## src/rtl/wdt_kick_scheduler.sv

```systemverilog
// wdt_kick_scheduler: windowed heartbeat collector that reloads the watchdog only
// after every masked source checks in, and latches a fault on a premature round.
module wdt_kick_scheduler #(
  parameter int NUM_SRC = 4
) (
  input  logic               clk,
  input  logic               rst,
  input  logic               tick_1us,
  input  logic               cfg_we,
  input  logic [1:0]         cfg_addr,
  input  logic [31:0]        cfg_wdata,
  output logic [31:0]        cfg_rdata,
  input  logic [NUM_SRC-1:0] hb,
  output logic               wdt_kick,
  output logic [31:0]        wdt_kick_value,
  output logic               fault
);
  typedef enum logic [1:0] {OFF, COLLECT, KICK, FAULT} state_t;
  state_t r_state, w_next;
  logic [31:0] r_reload, r_window, r_elapsed;
  logic r_en;
  logic [NUM_SRC-1:0] r_mask, r_pending, w_hb;
  logic w_ctrl_we, w_arm, w_done, w_unused;
  logic [31:0] w_ctrl, w_status;
  assign w_unused = &cfg_wdata;
  assign w_hb = hb & r_mask;
  // CTRL is only writable before the first accepted arm; afterwards it is locked
  assign w_ctrl_we = cfg_we && cfg_addr == 2'd2 && r_state == OFF;
  assign w_arm = w_ctrl_we && cfg_wdata[0] && |cfg_wdata[8 +: NUM_SRC] && |r_reload;
  assign w_done = ((r_pending | hb) & r_mask) == r_mask;
  always_comb begin
    w_next = r_state;
    case (r_state)
      OFF:     w_next = w_arm ? KICK : OFF;
      KICK:    w_next = COLLECT;
      COLLECT: w_next = !w_done ? COLLECT : (r_elapsed >= r_window) ? KICK : FAULT;
      default: w_next = FAULT;
    endcase
  end
  always_ff @(posedge clk) begin
    if (rst) begin
      r_state   <= OFF;
      r_reload  <= '0;
      r_window  <= '0;
      r_en      <= 1'b0;
      r_mask    <= '0;
      r_pending <= '0;
      r_elapsed <= '0;
    end else begin
      r_state <= w_next;
      if (cfg_we && cfg_addr == 2'd0) r_reload <= cfg_wdata;
      if (cfg_we && cfg_addr == 2'd1) r_window <= cfg_wdata;
      if (w_ctrl_we && (!cfg_wdata[0] || w_arm)) begin
        r_en   <= cfg_wdata[0];
        r_mask <= cfg_wdata[8 +: NUM_SRC];
      end
      // completion is judged on pre-increment elapsed; a new round starts from zero
      r_elapsed <= (w_next == KICK) ? '0 :
                   (tick_1us && r_elapsed != '1) ? r_elapsed + 32'd1 : r_elapsed;
      r_pending <= (r_state == KICK) ? w_hb :
                   (r_state == COLLECT) ? (r_pending | w_hb) : r_pending;
    end
  end
  assign wdt_kick       = r_state == KICK;
  assign wdt_kick_value = wdt_kick ? r_reload : '0;
  assign fault          = r_state == FAULT;
  assign w_ctrl   = (32'(r_mask) << 8) | 32'(r_en);
  assign w_status = 32'(r_pending) | (32'(r_state) << 16) | (32'(fault) << 24);
  assign cfg_rdata = cfg_addr == 2'd0 ? r_reload :
                     cfg_addr == 2'd1 ? r_window :
                     cfg_addr == 2'd2 ? w_ctrl : w_status;
endmodule

```

## config.mk

```make
export PLATFORM = sky130hd
export DESIGN_NAME = wdt_kick_scheduler
export DESIGN_NICKNAME = d
export VERILOG_FILES = /design/src/rtl/wdt_kick_scheduler.sv
export SDC_FILE = /design/constraint.sdc
export NUM_CORES = 1
export LEC_CHECK = 0
export BUFFER_PORTS_ARGS = -buffer_cell sky130_fd_sc_hd__clkbuf_2
export CORE_MARGIN = 5
export CORE_UTILIZATION = 29
export CTS_CLUSTER_SIZE = 25
export DETAILED_ROUTE_END_ITERATION = 10
export GPL_TIMING_DRIVEN = 1
export HOLD_SLACK_MARGIN = 0.03
export PLACE_DENSITY = 0.55
export SYNTH_ARGS = -nofsm -noshare
export SYNTH_HDL_FRONTEND = slang
export SYNTH_SLANG_ARGS = --single-unit
export TNS_END_PERCENT = 20
```

## constraint.sdc

```tcl
create_clock -name clk -period 1.95 [get_ports clk]
set_input_delay 0.2925 -clock clk [delete_from_list [all_inputs] [get_ports clk]]
set_output_delay 0.2925 -clock clk [all_outputs]
set_load 0.01 [all_outputs]
```

==> impl_metrics.csv <==
group,metric,value,unit
layout,num-nets-final,1051,
cts,cts.sinks,107,
drt,ant_nets,0,
synthesis,synth_area_leaders,"dfxtp_1 36%, nand2_1 10%, ha_1 7.9%",
die,start_util,29.2,%
synthesis,synth_nets,831,
grt,overflow,0,
layout,fill_cells,2050,
synthesis,netlist_instances,752,
grt,grt_pass1_vias,5717,
synthesis,ys_ff_latch,107,
timing,final.min_clock_period,2150,ps
timing,fin_worst_skew,9.72,ps
die,row_count,52,
timing,tns,-5590,ps
timing,hold_violations,0,
job,cap_violations,0,
cts,cts_buffers,9,
grt,antenna_found_initial,0,
synthesis,syn-cell-area,5870,sq um
layout,drive_gt1_share,35.1,%
critical_path,arrival,2410,ps
power_and_ir_drop,powerDensity,598,nW/um^2
status,status,"finished, violations left",
critical_path,crit_chain,"inv_1, ha_4, nand2_2, nor4_4, o311ai_2, a31oi_1, buf_4, o22a_4, buf_12, clkbuf_16, nor2_2",
critical_path,crit_path_start_kind,"flop",
placed_design,io_buffers,107,
synthesis,async_reset_ff_share,0,%
synthesis,synth_largest_area_cell,"dfxtp_1",
placed_design,hpwl,14.3,mm
power_and_ir_drop,power_leakage,3.58,nW
power_and_ir_drop,ir_drop,0.440,mV
critical_path,crit_fanout,4,
cts,cts_max_level,3,
timing,maxSlewViolCount,0,
layout,layout_common_cells,"158 x nand2_1, 135 x buf_4, 107 x clkbuf_2",
synthesis,yosysTopAreaCellShare,36.5,%
cts,clk_pin_slew,70,ps
drt,routed-via-count,5863,
critical_path,critPathKind,"reg -> reg",
layout,area_growth,43.0,%
timing,finalSetupViolCount,33,
critical_path,crit_path_end_kind,"flop",
die,die_w,152,um
critical_path,max_stage_delay,340,ps
drt,routed_wl,19.1,mm
cts,clock_latency,370,ps
min_path,hp-class,"in -> reg",
synthesis,yosys_warnings,0,
synthesis,ys_seq_area_share,36.5,%
drt,first_pass_iters,4,
drt,routed_via_density,4.70,
die,die_h,152,um
critical_path,cp_slowest_cell,"dfxtp_1",
synthesis,yosys_most_used_dff,"dfxtp_1",
synthesis,synth_edf_count,0,
die,core,20100,sq um
timing,whs,161,ps
synthesis,synth.distinct_cells,49,
placed_design,finalWeightedCongestion,0.829,
timing,max_slew_margin,65.4,%
synthesis,synth.avg_cell_area,7.81,sq um
layout,final_cells,1247,
timing,worst_pin_slew,519,ps
layout,final_common_cell,"nand2_1",
timing,rsz0062_at_grt,"yes",
cts,cts_max_path_buffers,2,
grt,grt_usage,16.1,%
cts,clockRootBuffer,"clkbuf_16",
grt,grt_start_max_net_pins,47,
drt,drt_iter0_markers,273,
grt,grt_pass1_wl,30.1,mm
cts,cts_tree,"yes",
die,io_pins,108,
placed_design,post-place-cells,1219,
die,dieArea,23200,sq um
layout,n_antenna_cell,0,
timing,fmax,465,MHz
drt,drc_errors,0,
drt,wl_per_cell,15.3,um
timing,layout_setup_ws,-201,ps
timing,finalCritPeriodShare,110,%
critical_path,crit_required,2210,ps
placed_design,post-place-ws,-289,ps
status,failed_checks,"setup timing",
-- layer usage --
metal	wire [um]	global-route usage [%]
met5	0	0
met3	720	2.27
met1	9290	22.2
met2	8690	25.3
met4	399	6.42
-- report_power, final --
group          internal (mW)  switching (mW)  total (mW)
sequential              2.24          0.0354        2.27
combinational          0.350           0.401       0.750
clock                   1.11           0.884        2.00
-- registers in the layout, summed over array words and instances, names as in the netlist --
register / flops
r_window: 32
r_state: 2
r_en: 1
r_elapsed: 32
r_pending: 4
r_mask: 4
r_reload: 32
-- critical path, delay by kind of cell (launching register included) --
family / cells / cell delay [ps]
AND/OR/NAND/NOR: 3 / 410
AO/OA/AOI/OAI: 3 / 560
adder cells (fa/ha/maj): 1 / 270
buffers and inverters: 4 / 470
flip-flops: 1 / 340
-- through the flow --
step | area (sq um) | util, % | power [mW]
detailed placement | 7590 | 37.8 | 2.95
global placement | 7590 | 37.8 | 2.95
finish | 8390 | 41.7 | 5.02
CTS | 8120 | 40.4 | 5.01
floorplan | 5890 | - | 2.64
global route | 8390 | 41.7 | 5.22
-- path summary, 6_finish.rpt --
path                                                 from                         end  slack, ps  cells after the start
worst max-delay path            r_window[13]$_SDFFE_PP0P_  r_elapsed[21]$_SDFFE_PP0P_       -200                     11
worst min-delay path                        cfg_wdata[27]   r_reload[27]$_SDFFE_PP0P_        160                      3
worst min register to register          r_en$_SDFFE_PP0P_           r_en$_SDFFE_PP0P_        470                      2
worst max register to register  r_window[13]$_SDFFE_PP0P_  r_elapsed[21]$_SDFFE_PP0P_       -200                     11
-- cells by family after synthesis --
| logic type | Yosys count | synth area share (%) |
|---|---|---|
| simple gates | 344 | 27.6 |
| compound gates | 121 | 12.2 |
| flops | 107 | 36.5 |
| buf+inv | 78 | 5.18 |
| fa+ha+maj | 37 | 7.89 |
| mux | 36 | 6.35 |
| xor+xnor | 29 | 4.33 |
-- synthesized netlist by cell type, types with 2 or more instances --
cell,instances
nand2_1,162
dfxtp_1,107
a21oi_1,83
nor2_1,64
inv_1,38
and2_1,37
ha_1,37
clkbuf_1,35
mux2i_1,35
xor2_1,25
nand4_1,22
o21ai_0,17
nand3_1,15
nor4_1,10
and3_1,7
nor3b_1,5
a32oi_1,4
and4_1,4
nor2_2,4
xnor2_1,4
buf_2,3
a2111oi_2,2
a21o_1,2
a31oi_1,2
buf_4,2
nand3_2,2
o211ai_1,2
-- area by class of cell --
cell class | instances | area (sq um) | share of cell area [%]
multi-input combinational | 567 | 3740 | 44.5
sequential | 107 | 2160 | 25.7
timing repair buffer | 249 | 1690 | 20.2
tap | 270 | 338 | 4.03
clock buffer | 12 | 267 | 3.18
inverter | 38 | 143 | 1.70
clock inverter | 4 | 56.3 | 0.671
-- what timing repair did --
| item | 4_1_cts | 5_1_grt |
|---|---|---|
| pin swaps | 11 | 19 |
| hold endpoints to repair | 0 | 0 |
| gates resized for setup | 22 | 54 |
| gates cloned | 2 | 1 |
| hold buffers | 0 | 0 |
| buffers inserted | 4 | 7 |
| setup endpoints to repair | 64 | 70 |
No activity file was read; power rests on OpenSTA's default activity.
